### src/rtl/dmem_arb_pkg.sv
// dmem_arb_pkg: shared types for the dual-lane data-memory arbiter.
//   arb_state_e : IDLE (normal) / SECOND (buffered lane-2 access in flight)
//   dmem_req_t  : one lane's memory request {we, addr, wdata} at default widths
package dmem_arb_pkg;
  localparam int DEF_ADDR_W = 12;
  localparam int DEF_DATA_W = 32;

  typedef enum logic {IDLE = 1'b0, SECOND = 1'b1} arb_state_e;

  typedef struct packed {
    logic                  we;
    logic [DEF_ADDR_W-1:0] addr;
    logic [DEF_DATA_W-1:0] wdata;
  } dmem_req_t;
endpackage

### src/rtl/dmem_arbiter_if.sv
// dmem_arbiter_if: lane request/response signals plus the dmem port.
//   slave  : arbiter side (takes lane requests and q_dmem, drives dmem + results)
//   master : pipeline/memory side
interface dmem_arbiter_if
  import dmem_arb_pkg::*;
#(
  parameter int ADDR_W = DEF_ADDR_W,
  parameter int DATA_W = DEF_DATA_W
);
  logic              req_1, req_2;
  logic              we_1, we_2;
  logic [ADDR_W-1:0] addr_1, addr_2;
  logic [DATA_W-1:0] wdata_1, wdata_2;
  logic              stall;
  logic [DATA_W-1:0] rdata_1, rdata_2;
  logic              rvalid_1, rvalid_2;
  logic [ADDR_W-1:0] address_dmem;
  logic [DATA_W-1:0] data;
  logic              wren;
  logic [DATA_W-1:0] q_dmem;

  modport slave (
    input  req_1, req_2, we_1, we_2, addr_1, addr_2, wdata_1, wdata_2, q_dmem,
    output stall, rdata_1, rdata_2, rvalid_1, rvalid_2, address_dmem, data, wren
  );

  modport master (
    output req_1, req_2, we_1, we_2, addr_1, addr_2, wdata_1, wdata_2, q_dmem,
    input  stall, rdata_1, rdata_2, rvalid_1, rvalid_2, address_dmem, data, wren
  );
endinterface

### src/rtl/dmem_arbiter.sv
// dmem_arbiter: shares one single-port dmem between two issue lanes.
// Lane 1 is the older instruction; a same-bundle conflict grants lane 1 with a
// one-cycle stall, buffers lane 2, and replays it the next cycle.
// Ports:
//   clock, reset       : master clock (dmem uses ~clock), async active-high reset
//   bus (slave)        : lane requests, dmem address/data/wren/q, stall,
//                        registered per-lane rdata/rvalid
//   conflict_count     : saturating count of serialized bundles
module dmem_arbiter
  import dmem_arb_pkg::*;
#(
  parameter int ADDR_W = DEF_ADDR_W,
  parameter int DATA_W = DEF_DATA_W,
  parameter int CNT_W  = 32
) (
  input  logic               clock,
  input  logic               reset,
  dmem_arbiter_if.slave      bus,
  output logic [CNT_W-1:0]   conflict_count
);
  typedef struct packed {
    logic              we;
    logic [ADDR_W-1:0] addr;
    logic [DATA_W-1:0] wdata;
  } lane_req_t;

  arb_state_e                 state_q, state_d;
  lane_req_t                  buf_q, buf_d;
  logic [CNT_W-1:0]           cnt_q, cnt_d;
  logic [1:0][DATA_W-1:0]     rdata_q, rdata_d;
  logic [1:0]                 rvalid_q, rvalid_d;
  logic [1:0]                 ld;
  logic                       stall_c, wren_c;
  logic [ADDR_W-1:0]          addr_c;
  logic [DATA_W-1:0]          data_c;

  always_comb begin
    state_d  = state_q;
    buf_d    = buf_q;
    cnt_d    = cnt_q;
    stall_c  = 1'b0;
    wren_c   = 1'b0;
    addr_c   = '0;
    data_c   = '0;
    ld       = '0;
    // reset forces the dmem port quiet even mid-cycle, so a buffered store
    // cannot land while reset is asserted
    if (!reset) begin
      unique case (state_q)
        IDLE: begin
          if (bus.req_1) begin
            wren_c = bus.we_1;
            addr_c = bus.addr_1;
            data_c = bus.wdata_1;
            ld[0]  = !bus.we_1;
            if (bus.req_2) begin
              stall_c = 1'b1;
              buf_d   = '{we: bus.we_2, addr: bus.addr_2, wdata: bus.wdata_2};
              cnt_d   = (&cnt_q) ? cnt_q : cnt_q + CNT_W'(1);
              state_d = SECOND;
            end
          end else if (bus.req_2) begin
            wren_c = bus.we_2;
            addr_c = bus.addr_2;
            data_c = bus.wdata_2;
            ld[1]  = !bus.we_2;
          end
        end
        SECOND: begin
          // lane inputs are the same stalled bundle; only the buffer matters
          wren_c  = buf_q.we;
          addr_c  = buf_q.addr;
          data_c  = buf_q.wdata;
          ld[1]   = !buf_q.we;
          state_d = IDLE;
        end
        default: state_d = IDLE;
      endcase
    end
  end

  // load data is captured at the end of the grant cycle; q_dmem only feeds flops
  always_comb begin
    rdata_d  = rdata_q;
    rvalid_d = ld;
    for (int i = 0; i < 2; i++)
      if (ld[i]) rdata_d[i] = bus.q_dmem;
  end

  always_ff @(posedge clock or posedge reset) begin
    if (reset) begin
      state_q  <= IDLE;
      buf_q    <= '0;
      cnt_q    <= '0;
      rdata_q  <= '0;
      rvalid_q <= '0;
    end else begin
      state_q  <= state_d;
      buf_q    <= buf_d;
      cnt_q    <= cnt_d;
      rdata_q  <= rdata_d;
      rvalid_q <= rvalid_d;
    end
  end

  assign bus.stall        = stall_c;
  assign bus.wren         = wren_c;
  assign bus.address_dmem = addr_c;
  assign bus.data         = data_c;
  assign bus.rdata_1      = rdata_q[0];
  assign bus.rdata_2      = rdata_q[1];
  assign bus.rvalid_1     = rvalid_q[0];
  assign bus.rvalid_2     = rvalid_q[1];
  assign conflict_count   = cnt_q;
endmodule

### src/flat_wrapper.sv
// flat-port wrapper written by rule: the top's interface ports become plain ports
module dmem_arbiter_flat import dmem_arb_pkg::*;
#(
  parameter int ADDR_W = DEF_ADDR_W,
  parameter int DATA_W = DEF_DATA_W,
  parameter int CNT_W  = 32
)
  (clock, reset, conflict_count, bus_req_1, bus_req_2, bus_we_1, bus_we_2, bus_addr_1, bus_addr_2, bus_wdata_1, bus_wdata_2, bus_q_dmem, bus_stall, bus_rdata_1, bus_rdata_2, bus_rvalid_1, bus_rvalid_2, bus_address_dmem, bus_data, bus_wren);
  dmem_arbiter_if #(.ADDR_W(ADDR_W), .DATA_W(DATA_W)) bus_i ();
  input  logic clock;
  input  logic reset;
  output logic [CNT_W-1:0] conflict_count;
  input wire logic [$bits(bus_i.req_1)-1:0] bus_req_1;
  input wire logic [$bits(bus_i.req_2)-1:0] bus_req_2;
  input wire logic [$bits(bus_i.we_1)-1:0] bus_we_1;
  input wire logic [$bits(bus_i.we_2)-1:0] bus_we_2;
  input wire logic [$bits(bus_i.addr_1)-1:0] bus_addr_1;
  input wire logic [$bits(bus_i.addr_2)-1:0] bus_addr_2;
  input wire logic [$bits(bus_i.wdata_1)-1:0] bus_wdata_1;
  input wire logic [$bits(bus_i.wdata_2)-1:0] bus_wdata_2;
  input wire logic [$bits(bus_i.q_dmem)-1:0] bus_q_dmem;
  output wire logic [$bits(bus_i.stall)-1:0] bus_stall;
  output wire logic [$bits(bus_i.rdata_1)-1:0] bus_rdata_1;
  output wire logic [$bits(bus_i.rdata_2)-1:0] bus_rdata_2;
  output wire logic [$bits(bus_i.rvalid_1)-1:0] bus_rvalid_1;
  output wire logic [$bits(bus_i.rvalid_2)-1:0] bus_rvalid_2;
  output wire logic [$bits(bus_i.address_dmem)-1:0] bus_address_dmem;
  output wire logic [$bits(bus_i.data)-1:0] bus_data;
  output wire logic [$bits(bus_i.wren)-1:0] bus_wren;
  assign bus_i.req_1 = bus_req_1;
  assign bus_i.req_2 = bus_req_2;
  assign bus_i.we_1 = bus_we_1;
  assign bus_i.we_2 = bus_we_2;
  assign bus_i.addr_1 = bus_addr_1;
  assign bus_i.addr_2 = bus_addr_2;
  assign bus_i.wdata_1 = bus_wdata_1;
  assign bus_i.wdata_2 = bus_wdata_2;
  assign bus_i.q_dmem = bus_q_dmem;
  assign bus_stall = bus_i.stall;
  assign bus_rdata_1 = bus_i.rdata_1;
  assign bus_rdata_2 = bus_i.rdata_2;
  assign bus_rvalid_1 = bus_i.rvalid_1;
  assign bus_rvalid_2 = bus_i.rvalid_2;
  assign bus_address_dmem = bus_i.address_dmem;
  assign bus_data = bus_i.data;
  assign bus_wren = bus_i.wren;
  dmem_arbiter #(.ADDR_W(ADDR_W), .DATA_W(DATA_W), .CNT_W(CNT_W)) u_core (.clock(clock), .reset(reset), .bus(bus_i), .conflict_count(conflict_count));
endmodule
### config.mk
export PLATFORM = sky130hd
export DESIGN_NAME = dmem_arbiter_flat
export DESIGN_NICKNAME = d
export VERILOG_FILES = /design/src/rtl/dmem_arb_pkg.sv /design/src/rtl/dmem_arbiter_if.sv /design/src/rtl/dmem_arbiter.sv /design/src/flat_wrapper.sv
export SDC_FILE = /design/constraint.sdc
export NUM_CORES = 1
export LEC_CHECK = 0
export CAP_MARGIN = 20
export CORE_MARGIN = 3
export CORE_UTILIZATION = 51
export CTS_CLUSTER_DIAMETER = 60
export CTS_CLUSTER_SIZE = 28
export DETAILED_ROUTE_END_ITERATION = 10
export DONT_BUFFER_PORTS = 1
export GPL_ROUTABILITY_DRIVEN = 0
export PLACE_DENSITY = 0.66
export SYNTH_ARGS = -nofsm -noshare
export SYNTH_HDL_FRONTEND = slang
export SYNTH_SLANG_ARGS = --single-unit
### constraint.sdc
create_clock -name clock -period 9.2 [get_ports clock]
set_clock_uncertainty 0.2 [all_clocks]
set_input_delay 1.84 -clock clock [delete_from_list [all_inputs] [get_ports clock]]
set_output_delay 1.84 -clock clock [all_outputs]
set_load 0.05 [all_outputs]
==> flow_results.org <==
** Clocking
- Number of cells upsized or downsized after cts :: 0
- Once the clock tree was built, the setup fixing pass inserted 0 buffers.
- The H-tree was split into 4 levels.
- In this run, CTS created clock tree buffers numbering 17.
- Clock buffer depth :: 2
- CTS root buffer :: sky130_fd_sc_hd__clkbuf_16
- Clock Latency Late Sink :: 0.41 ns
- Clock transition at the register clock pins on the worst setup and hold paths after CTS :: 0.05 ns
- Clock tree synthesis found a total of 144 sinks.
- Hold repair after CTS inserted 0 buffers.
- TritonCTS built the clock tree.

** Yosys
- Synth top area cells :: sky130_fd_sc_hd__dfrtp_1, sky130_fd_sc_hd__mux2_2, sky130_fd_sc_hd__nand2_1
- Flip-flop and latch count after synthesis :: 144
- Post-synth top cells :: sky130_fd_sc_hd__nand2_1, sky130_fd_sc_hd__dfrtp_1, sky130_fd_sc_hd__mux2_2
- Summing the sequential cell areas from Yosys gives 53.50% of the chip area.
- Number of enable-type register cells in the synthesized netlist :: 0
- The synthesized design spends more area on one cell type than any other, namely sky130_fd_sc_hd__dfrtp_1.
- For this run, asynchronously set or reset flops after synthesis account for 100.0%.
- Most frequent cell after synthesis :: sky130_fd_sc_hd__nand2_1
- The number of nets handed over by synthesis was 794.
- Share of the synthesized area in the top cell type :: 53.50%
- The most used flip-flop cell after synthesis is sky130_fd_sc_hd__dfrtp_1.
- Synthesized area per cell :: 10.10 sq um
- Mapped Area :: 0.006735 sq mm
- The Yosys step of the flow raised 0 warnings.
- Cell count after synthesis :: 667
- The synthesized netlist contains 31 unique library cells.

** STA
- Counting I/O delays and the setup requirement, the final critical path takes 6.394 ns.
- Final clock period utilization by the worst path :: 69.50%
- Achievable Freq :: 156.4 MHz
- The tightest hold path in the finished design has a slack of 0.2658 ns.
- Setup violations remaining at the end of the flow were counted as 0.
- Final hold vios :: 0
- Unrepaired setup endpoints after global routing :: false
- Worst-margin pin slew :: 1.021 ns
- The worst pin sits at a relative slew slack of 31.71%.
- After routing, the total negative slack on setup checks comes to 0 ns.
- Max Transition Viols Final :: 0
- PnR worst setup slack :: 2.806 ns

** Detailed routing
- In this run the remaining antenna-violating nets after routing total 0.
- After the first detailed-routing iteration, the DRC count stood at 411.
- After detailed routing, the average wire length per cell comes to 20.53 microns.
- Final wirelength :: 17.08 mm
- Summing over every cut layer, the via total after detailed routing is 4949.
- DRC violation count after routing :: 0
- Routed vias/inst :: 5.948
- The first detailed-routing pass took 6 iterations.

** Floorplanning
- In this run the vertical extent of the chip is 120.9 microns.
- In this run the count of I/O pins placed on the die edge is 270.
- In this run the core area contains 41 standard-cell rows.
- In this run the standard cell core region covers 0.01277 sq mm.
- Die W :: 120.9 microns
- Once the floorplan was initialized, standard cells occupied 52.73% of the core.
- The die covers 0.01462 sq mm.

** Power and ir drop
- Peak ir drop on the vdd network :: 184.7 uV
- Dividing total power by cell area gives a power density of 286.5 mW/mm^2.
- Power Total :: 2.149 mW
- For this design the static power due to leakage is 3.336 nW.

** Cells and area
- Cells fill 58.72% of the core in the end.
- Synth-to-layout area growth :: 11.37%
- Post-route non-filler standard cell count :: 832
- For this run, the post-layout net count is 777.
- Cells with a size suffix above 1 make up 16.82% of the layout.
- The repair_antennas step left the layout with diodes totalling 0.
- Cell area after layout :: 0.007501 sq mm
- Number of inserted filler cells in the final layout :: 1061

** Global route
- Pin count of the biggest net entering global routing :: 94
- The first global-routing pass estimated 26.24 mm of wire.
- After global routing the overflow that remains totals 0.
- The number of global-route vias before repair was 4889.
- The number of antenna violations at the first check in global routing came to 0.
- Global routing consumed, over all layers together, 22.86% of the routing resources.

** Setup path
- At the worst endpoint, the required time is 7.16 ns.
- Crit Path Class :: in2out
- Sort of element at the end of the critical path :: output port
- The worst setup path is launched from an input pin.
- In this run the critical register-to-register path is launched from u_core.state_q.
- Data arrives at the worst endpoint at 4.35 ns.
- Startpoint of the most critical setup path :: reset
- In this run the worst path has a maximum fanout of 93.

** Placed design
- Post-DP HPWL :: 11.88 mm
- Placed instance count :: 800
- Placement-stage cell area :: 0.006838 sq mm
- Placement-stage worst setup slack :: 2.737 ns
- Quantity of I/O buffers inserted on ports :: 0

** Flow run
- Across the run, the number of max-cap violations was 0.

** Run status
- Result of the run :: finished, final reports clean

** Min path
- The startpoint identified for the worst hold timing path is u_core.buf_q[44].
- Worst hold path type :: reg2reg
[path summary, 6_finish.rpt]
check,cells after the start,end,slack (ns)
worst max register to register,6,u_core.conflict_count[1],5.48
worst min register to register,2,u_core.buf_q[44],0.27
max in group asynchronous,2,u_core.state_q,6.31
min in group asynchronous,1,u_core.buf_q[32],1.29
worst min-delay path,2,u_core.buf_q[44],0.27
worst max-delay path,5,bus_stall,2.81
[per-layer routing]
metal	GRT usage, %	wire length [microns]	vias up
met1	27.69	6517	2451
met5	0	0	-
met4	7.720	261	0
met3	8.858	1792	20
li1	-	-	2257
met2	37.48	8511	221
[where the power goes]
group	internal (mW)	switching (mW)	total (mW)
Combinational	0.115	0.168	0.283
Clock	0.458	0.238	0.696
Sequential	0.754	0.416	1.17
[cells in the final DEF, fill, tap and decap left out, types with 2 or more instances in the layout]
cell                        instances
sky130_fd_sc_hd__nand3_1           13
sky130_fd_sc_hd__nor2_1            49
sky130_fd_sc_hd__o21ai_0           27
sky130_fd_sc_hd__nand2_1          164
sky130_fd_sc_hd__xor2_1             5
sky130_fd_sc_hd__nand2b_1           3
sky130_fd_sc_hd__clkbuf_8           5
sky130_fd_sc_hd__nor4_2             2
sky130_fd_sc_hd__clkbuf_1           2
sky130_fd_sc_hd__bufinv_16          3
sky130_fd_sc_hd__buf_4              5
sky130_fd_sc_hd__dfrtp_1          143
sky130_fd_sc_hd__nand3b_1          18
sky130_fd_sc_hd__nor3b_1            2
sky130_fd_sc_hd__a21oi_1           37
sky130_fd_sc_hd__mux2_2            65
sky130_fd_sc_hd__and3_1             7
sky130_fd_sc_hd__a221o_1           26
sky130_fd_sc_hd__inv_1              2
sky130_fd_sc_hd__xnor2_1           26
sky130_fd_sc_hd__clkbuf_16         17
sky130_fd_sc_hd__nand4_1           20
[cells by family (layout without fill, tap and decap cells)]
logic type               count (synthesis)  count (layout)  synth area share [%]
flip-flops                             144             144                 53.50
XOR/XNOR                                31              31                 4.031
AO/OA/AOI/OAI                           93              93                 9.047
AND/OR/NAND/NOR                        285             285                 19.49
adder cells (fa/ha/maj)                  1               1                0.1857
buffers and inverters                   48              41                 2.879
multiplexers                            65              65                 10.87
[state kept, by name, indices dropped and copies added (netlist names)]
name                   cells
u_core.conflict_count     32
u_core.bus.rdata_2        32
u_core.rvalid_q            2
u_core.state_q             1
u_core.buf_q              45
u_core.bus.rdata_1        32
[worst max-delay path, cell delays in order]
cell and delay, ns:
sky130_fd_sc_hd__inv_6 0.54, sky130_fd_sc_hd__nand4_1 0.62, sky130_fd_sc_hd__buf_4 0.47, sky130_fd_sc_hd__inv_2 0.35, sky130_fd_sc_hd__buf_4 0.43
[final cells by class]
type                    count  area, sq um  area share (%)
flip-flops and latches    144         3605           48.06
multi-input cells         475         2960           39.47
clock buffers              24        501.7           6.689
well taps                 172        215.2           2.869
clock inverters             5        102.6           1.368
repair buffers              8        96.34           1.284
inverters                   4        20.02          0.2669
(Power assumes the default switching activity.)
